==> config.mk <==
export PLATFORM = sky130hd
export DESIGN_NAME = line_rasterizer
export DESIGN_NICKNAME = d
export VERILOG_FILES = /design/src/rtl/line_rasterizer.sv
export SDC_FILE = /design/constraint.sdc
export NUM_CORES = 1
export LEC_CHECK = 0
export BUFFER_PORTS_ARGS = -buffer_cell sky130_fd_sc_hd__buf_4
export CAP_MARGIN = 20
export CORE_AREA = 4 4 152 154
export DETAILED_ROUTE_END_ITERATION = 6
export DIE_AREA = 0 0 156 158
export PLACE_DENSITY = 0.78
export SYNTH_ARGS = -nofsm -noshare
export SYNTH_HDL_FRONTEND = slang
export SYNTH_SLANG_ARGS = --single-unit
==> constraint.sdc <==
create_clock -name clk50 -period 4.4 [get_ports clk50]
set_input_delay 0 -clock clk50 [delete_from_list [all_inputs] [get_ports clk50]]
set_output_delay 0 -clock clk50 [all_outputs]
set_load 0.02 [all_outputs]
==> src/rtl/line_rasterizer.sv <==
// Bresenham line rasterizer feeding the framebuffer pixel-write port.
// Writes are paced with WRITE_GAP idle cycles so the framebuffer's z-check/write sequence is never overrun.
module line_rasterizer #(
  parameter int H_RES     = 640,
  parameter int V_RES     = 480,
  parameter int WRITE_GAP = 3
) (
  input  logic        clk50,
  input  logic        reset,
  input  logic        start,
  input  logic [10:0] x0,
  input  logic [10:0] y0,
  input  logic [10:0] x1,
  input  logic [10:0] y1,
  input  logic [15:0] z_in,
  input  logic [15:0] color_in,
  output logic        busy,
  output logic        done,
  output logic [10:0] x,
  output logic [10:0] y,
  output logic [15:0] z,
  output logic [15:0] pixel_color,
  output logic        pixel_write
);

  localparam int WW = (WRITE_GAP > 1) ? $clog2(WRITE_GAP) : 1;
  localparam logic [10:0] H_LIM = 11'(H_RES);
  localparam logic [10:0] V_LIM = 11'(V_RES);
  localparam logic [WW-1:0] GAP_LOAD = WW'(WRITE_GAP - 1);

  typedef enum logic [2:0] {IDLE, SETUP, PLOT, WAIT, STEP, DONE} state_t;
  state_t state;

  logic [10:0]        x0_r, y0_r, x1_r, y1_r;
  logic signed [12:0] dx, dy, err;
  logic               sx_neg, sy_neg;
  logic [WW-1:0]      wait_cnt;

  logic [10:0]        adx, ady, nx, ny;
  logic signed [13:0] e2, dx_ext, dy_ext;
  logic signed [12:0] err_nx;
  logic               step_x, step_y, at_end;

  always_comb begin
    adx    = (x1_r >= x0_r) ? (x1_r - x0_r) : (x0_r - x1_r);
    ady    = (y1_r >= y0_r) ? (y1_r - y0_r) : (y0_r - y1_r);
    e2     = {err, 1'b0};
    dx_ext = {dx[12], dx};
    dy_ext = {dy[12], dy};
    step_x = (e2 >= dy_ext);
    step_y = (e2 <= dx_ext);
    nx     = x;
    ny     = y;
    err_nx = err;
    if (step_x) begin
      nx     = sx_neg ? (x - 11'd1) : (x + 11'd1);
      err_nx = err_nx + dy;
    end
    if (step_y) begin
      ny     = sy_neg ? (y - 11'd1) : (y + 11'd1);
      err_nx = err_nx + dx;
    end
    at_end = (x == x1_r) && (y == y1_r);
  end

  // pixel_write is set on the edge into PLOT so the strobe lines up with the PLOT cycle
  always_ff @(posedge clk50 or posedge reset) begin
    if (reset) begin
      state       <= IDLE;
      busy        <= 1'b0;
      done        <= 1'b0;
      x           <= '0;
      y           <= '0;
      z           <= '0;
      pixel_color <= '0;
      pixel_write <= 1'b0;
      x0_r        <= '0;
      y0_r        <= '0;
      x1_r        <= '0;
      y1_r        <= '0;
      dx          <= '0;
      dy          <= '0;
      err         <= '0;
      sx_neg      <= 1'b0;
      sy_neg      <= 1'b0;
      wait_cnt    <= '0;
    end else begin
      case (state)
        IDLE: begin
          done        <= 1'b0;
          pixel_write <= 1'b0;
          if (start) begin
            x0_r        <= x0;
            y0_r        <= y0;
            x1_r        <= x1;
            y1_r        <= y1;
            z           <= z_in;
            pixel_color <= color_in;
            busy        <= 1'b1;
            state       <= SETUP;
          end
        end
        SETUP: begin
          dx          <= {2'b00, adx};
          dy          <= -{2'b00, ady};
          err         <= {2'b00, adx} - {2'b00, ady};
          sx_neg      <= !(x1_r > x0_r);
          sy_neg      <= !(y1_r > y0_r);
          x           <= x0_r;
          y           <= y0_r;
          pixel_write <= (x0_r < H_LIM) && (y0_r < V_LIM);
          state       <= PLOT;
        end
        PLOT: begin
          pixel_write <= 1'b0;
          if (pixel_write) begin
            wait_cnt <= GAP_LOAD;
            state    <= WAIT;
          end else if (at_end) begin
            done  <= 1'b1;
            busy  <= 1'b0;
            state <= DONE;
          end else begin
            state <= STEP;
          end
        end
        WAIT: begin
          if (wait_cnt != '0) begin
            wait_cnt <= wait_cnt - 1'b1;
          end else if (at_end) begin
            done  <= 1'b1;
            busy  <= 1'b0;
            state <= DONE;
          end else begin
            state <= STEP;
          end
        end
        STEP: begin
          x           <= nx;
          y           <= ny;
          err         <= err_nx;
          pixel_write <= (nx < H_LIM) && (ny < V_LIM);
          state       <= PLOT;
        end
        DONE: begin
          done  <= 1'b0;
          state <= IDLE;
        end
        default: state <= IDLE;
      endcase
    end
  end

endmodule

; ---- After elaboration in Yosys (flattened, before gate mapping)
; Cells that the tools add are included.
; Widths: inputs -> output; s select.
[word_totals]
inputBits = 79
output_inout_bits = 57
reg_bits = 145
word_cells = 102
[classes]
eq_ne = 12
n_lt_le_gt_ge = 10
addsub = 13
mux = 29
reduce_logical = 20
[ops]
columns = op, count
row1 = $mux 11, 6
row2 = $pmux 11 s2, 2
row3 = $sub 11x11->11, 4
row4 = $mux 13, 2
row5 = $pmux 13 s2, 1
row6 = $add 11x1->11 const B, 2
row7 = $eq 11x11->1, 2
row8 = $ge 11x11->1, 2
row9 = $gt 11x11->1, 2
row10 = $lt 11x10->1 const B, 2
row11 = $lt 11x9->1 const B, 2
row12 = $sub 11x1->11 const B, 2
row13 = $ge 14x13->1, 1
row14 = $le 14x12->1, 1
row15 = $add 13x12->13, 1
row16 = $add 13x13->13, 1
row17 = $neg 11->13, 1
row18 = $pmux 3 s4, 1
row19 = $sub 11x11->12, 1
row20 = $ne 2x2->1 const B, 5
row21 = $mux 3, 3
row22 = $pmux 1 s3, 3
row23 = $reduce_bool 3->1, 3
row24 = $mux 1, 8
row25 = other kinds (14), 26

; ---- Longest topological paths before layout
[logic_depth]
ltp_word = 6
ltp_mapped = 22
mapped_depth_nobuf = 20

; ---- Worst setup path after synthesis
; Ideal clock, no wire load.
[synth_timing]
path_kind = reg2reg
from = register x0_r[2]
to = register err[10]
required_time_ns = 4.306
slack_ns = -0.053
path_stages_with_launch = 22
synth_period_minus_slack_ns = 4.453
path_buffers = 1
setup_ns = 0.094
arrival_time_ns = 4.359
cell_sequence = dfrtp_1 inv_1 ha_1 a21oi_1 o21ai_1 a311oi_1 a21oi_1 o41ai_4 buf_2 mux2i_1 xnor2_1 ha_1 nor2b_1 o21ai_0 a21boi_0 o21ai_0 a21oi_1 or2_2 a31oi_1 xnor2_1 nor3_1 a211oi_1
[synth_between]
elab_chain_len = 4
word_cells_on_any_way = 6
classes_between = add/sub (3) / order compare (1) / mux (2)
[synth_rtl]
columns = item, line
row1 = from (decl), 34  ; logic [10:0] x0_r, y0_r, x1_r, y1_r;
row2 = from (signal assigned), 77  ; x0_r <= '0;
row3 = from (signal assigned), 93  ; x0_r <= x0;
row4 = $sub 11x11->11 or $ge 11x11->1 (tied branches), 45  ; adx = (x1_r >= x0_r) ? (x1_r - x0_r) : (x0_r - x1_r);
row5 = $mux 11 (*), 45
row6 = via adx[2], 39  ; logic [10:0] adx, ady, nx, ny;
row7 = $sub 11x11->12 (*), 106  ; err <= {2'b00, adx} - {2'b00, ady};
row8 = $pmux 13 s2 (*), 88  ; case (state)
row9 = to (signal assigned), 106
row10 = to (signal assigned), 141  ; err <= err_nx;
row11 = to (decl), 35  ; logic signed [12:0] dx, dy, err;
; Mark *: on every way through the listed nets, which the timed path passes. The rest lies on a longest branch.
; A chain may end at the register's enable or synchronous reset.

; ---- Worst setup path in the final report
[layout_timing]
from = register x0_r[6]
to = register err[12]
[layout_between]
elab_chain_len = 4
word_cells_on_any_way = 6
classes_between = add/sub (3) / order compare (1) / mux (2)
[layout_rtl]
columns = item, line
row1 = $ge 11x11->1, 45
row2 = $mux 11, 45
row3 = via adx[3], 39
row4 = $sub 11x11->12, 106
row5 = $pmux 13 s2, 88
; The timed path passes the listed nets, and every way through them passes these cells.

==> impl_results.md <==
* Rel. slew slack at 0.330
* Pre-CTS WS at -0.142 ns
* GPL Wtd Cong at 0.959
* Final Hold Slack at 0.320 ns
* Largest net degree at the start of global routing at 120
* First-pass GRT wire length at 55500 µm
* Crit end category: register
* I/O pin count at 136
* Critical Path AT at 4.64 ns
* Largest cells by area after synthesis: dfrtp_1 (33%), ha_1 (14%), o21ai_0 (5.3%), xnor2_1 (4.9%), nand2_1 (4.5%)
* WS Path Type: reg -> reg
* Worst-margin pin slew at 1.01 ns
* DR iter-0 viols at 1262
* Hold Path Stages at 3
* Final Setup Violations at 0
* Crit-path max FO at 7
* Predominant post-synthesis flop cell: dfrtp_1
* Cell taking the most area after synthesis: dfrtp_1
* Antenna viol nets, final at 0
* Worst path max stage delay at 0.39 ns
* Adder-Cell Fraction of Synth Area at 0.154
* EDFF count, synth at 0
* Post-Synth Simple-Gate Area at 0.128
* Core ar. at 21700 µm²
* Mean Syn Cell Area at 9.01 µm²
* Final Hold Fails at 0
* GRT Overall Usage at 0.284
* Die W at 156 µm
* Initial core utilization at 0.504
* Antenna Cells at 0
* Worst r2r path cells at 21
* TritonCTS clock tree: done
* Asr flop ratio synth at 1.00
* Clock Path Buffers at 2
* Sequential-to-total area share from yosys stat at 0.332
* Yosys reg bits at 145
* Die Height at 158 µm
* Mapped Area at 10900 µm²
* Distinct cells, synth at 74
* Post-synth top area share at 0.332
* Worst R2R End: err[12]$_DFFE_PP0N_
* Avg WL per Cell at 20.0 µm
* Placed cells at 1651
* HPWL Detailed at 24100 µm
* Cells after synthesis at 1213
* Syn. warnings at 0
* R2R Path Start: x0_r[6]$_DFFE_PP0P_
* Hold path startpoint: color_in[13]
* Slowest CP cell: dfrtp_1
* Ratio of cells with drive above 1 in the final layout at 0.235
* Hold Crit Class: in -> reg
* Post-synthesis mux area share at 0.0590
* Number of core rows at 54
* Unrepaired setup endpoints after global routing: true
* # port buffers at 135
* Violated checks: design-rule violations
* H-tree Lvls at 4
* Flop2flop setup slack at 0.08 ns
* Total CTS buffers at 17
* Largest family of logic cells by synthesized area: compound AO/OA/AOI/OAI gates
* Routed vias at 10700
* Complex-gate fraction of the synthesized area at 0.200
* Grt total ovfl at 0
* Required @ worst endpoint at 4.72 ns
* Routed WL at 35500 µm
* Setup Skew at 0.0192 ns
* Clk root buf: clkbuf_16
* Startpoint Class: register
* Clk slew on worst S/H paths at 0.08 ns
* Clock latency on the worst-skew pair at 0.45 ns
* Final std cells w/o fill at 1774
* Clock sinks at 145
* Fin crit share at 0.983
* Slew Viols, Final at 0
* Synth-to-layout area growth at 31.4%
* Vias in the first global route at 10700
* Status: complete, but fails checks
* Remaining DRCs at 3
* Initial antenna violation count at 0
* Critical path, cell by cell: inv_1 > ha_1 > nand2_1 > o21ai_1 > a311oi_2 > a21oi_2 > o41ai_4 > buf_6 > mux2i_4 > buf_4 > xnor2_1 > ha_1 > o21ai_0 > a21o_1 > a31oi_2 > o21a_1 > o21ai_1 > a211o_1 > o21a_1 > a21oi_2 > o31ai_2
* Via density at 6.00
* DRT Pass-1 Iters at 7
* Most common cell after layout, fill and taps aside: buf_4
* Final critical-path setup slack at 0.0761 ns
* Hold endpoint: pixel_color[13]$_DFFE_PP0P_
* Fmax at 231 MHz
* Max cap viols at 0
* NumNets Final at 1689
* Post-Synth XOR/XNOR Area at 0.0767
* Syn_nets at 1421
* Period minus WS final at 4.32 ns
* Commonest non-fill, non-tap cells in the layout: buf_4 (206), dfrtp_1 (144), nand2_1 (132), ha_1 (113), o21ai_0 (104)
* Die area at 24600 µm²
## metal layers
layer | vias to the layer above | GRT usage | wire length, µm
met5 | - | 0 | 0
met4 | 0 | 0.135 | 1730
met3 | 130 | 0.0528 | 2690
met2 | 577 | 0.477 | 17200
met1 | 5109 | 0.354 | 13800
li1 | 4836 | - | -
## layout make-up
| type | count | area, µm² |
|---|---|---|
| clock buffers | 17 | 425 |
| clock inverters | 15 | 159 |
| fillers | 1522 | 7320 |
| inverters | 106 | 403 |
| multi-input cells | 922 | 7010 |
| flip-flops and latches | 145 | 3630 |
| well taps | 280 | 350 |
| repair buffers | 289 | 2400 |
## per-stage QoR
| stage | instance area, µm² | TNS [ns] | utilization |
|---|---|---|---|
| global route | 14400 | -0.252 | 0.663 |
| detailed placement | 12700 | -0.239 | 0.584 |
| floorplan | 11000 | 0 | - |
| finish | 14400 | 0 | 0.663 |
| CTS | 14000 | 0 | 0.647 |
| global placement | 12700 | 0 | 0.583 |
## sequential cells by signal (all words and copies together) (netlist names)
signal	flops
x	11
pixel_write	1
y1_r	11
wait_cnt	2
pixel_color	16
sy_neg	1
z	16
dy	13
sx_neg	1
dx	11
x0_r	11
state	3
y	11
x1_r	11
busy	1
err	13
y0_r	11
done	1
## cell usage after synthesis (6+ instances only)
library cell	number
nor3_1	11
a222oi_1	7
nand2_1	132
mux2_2	44
xor2_1	26
nand4_1	10
o21ai_0	116
mux2i_1	15
ha_1	120
o31ai_1	6
o21ai_1	8
nand2b_1	8
o211ai_1	7
inv_1	105
o22ai_1	13
a21oi_1	68
fa_1	9
a211oi_1	10
clkbuf_1	35
a21o_1	24
nand3_1	16
nor2_1	73
o21a_1	13
xnor2_1	61
nor4_1	7
dfrtp_1	145
o21bai_1	10
nor2b_1	10
a31oi_1	11
## worst max path at each step
| stage | startpoint | to | slack, ns | cells past startpoint |
|---|---|---|---|---|
| 6_report | x0_r[6]$_DFFE_PP0P_ | err[12]$_DFFE_PP0N_ | 0.08 | 21 |
| 4_1_cts | x0_r[2]$_DFFE_PP0P_ | err[12]$_DFFE_PP0N_ | 0.008 | 21 |
| 2_1_floorplan | y0_r[8]$_DFFE_PP0P_ | err[10]$_DFFE_PP0N_ | 0.007 | 20 |
| 3_3_place_gp | x0_r[2]$_DFFE_PP0P_ | err[10]$_DFFE_PP0N_ | 0.02 | 21 |
| 5_1_grt | x0_r[6]$_DFFE_PP0P_ | err[12]$_DFFE_PP0N_ | -0.11 | 21 |
| 3_5_place_dp | x0_r[2]$_DFFE_PP0P_ | err[10]$_DFFE_PP0N_ | -0.14 | 21 |
## critical path: cells and delay by family (launching register included)
kind / cells / cell delay (ns)
AOI/OAI and AO/OA: 13 / 2.18
adders and majority gates: 2 / 0.71
buffers and inverters: 3 / 0.45
DFF: 1 / 0.39
muxes: 1 / 0.27
xor gates and xnor gates: 1 / 0.11
and+or+nand+nor: 1 / 0.08
## what timing repair did
action,4_1_cts,5_1_grt
pin swaps,1,18
setup buffers,0,13
endpoints found under the hold margin,184,0
hold buffers,78,0
gates resized for setup,5,58
endpoints found under the setup margin,5,6
## kinds of logic (layout without fill, tap and decap cells)
| kind of cell | count (synthesis) | in the layout |
|---|---|---|
| AOI/OAI and AO/OA | 344 | 344 |
| muxes | 59 | 59 |
| and+or+nand+nor | 299 | 299 |
| buffers and inverters | 146 | 427 |
| adders and majority gates | 129 | 129 |
| xor gates and xnor gates | 91 | 91 |
| DFF | 145 | 145 |
Power is not shown: default switching activity piles up to over one toggle a cycle in this logic, so the estimate is an artifact.
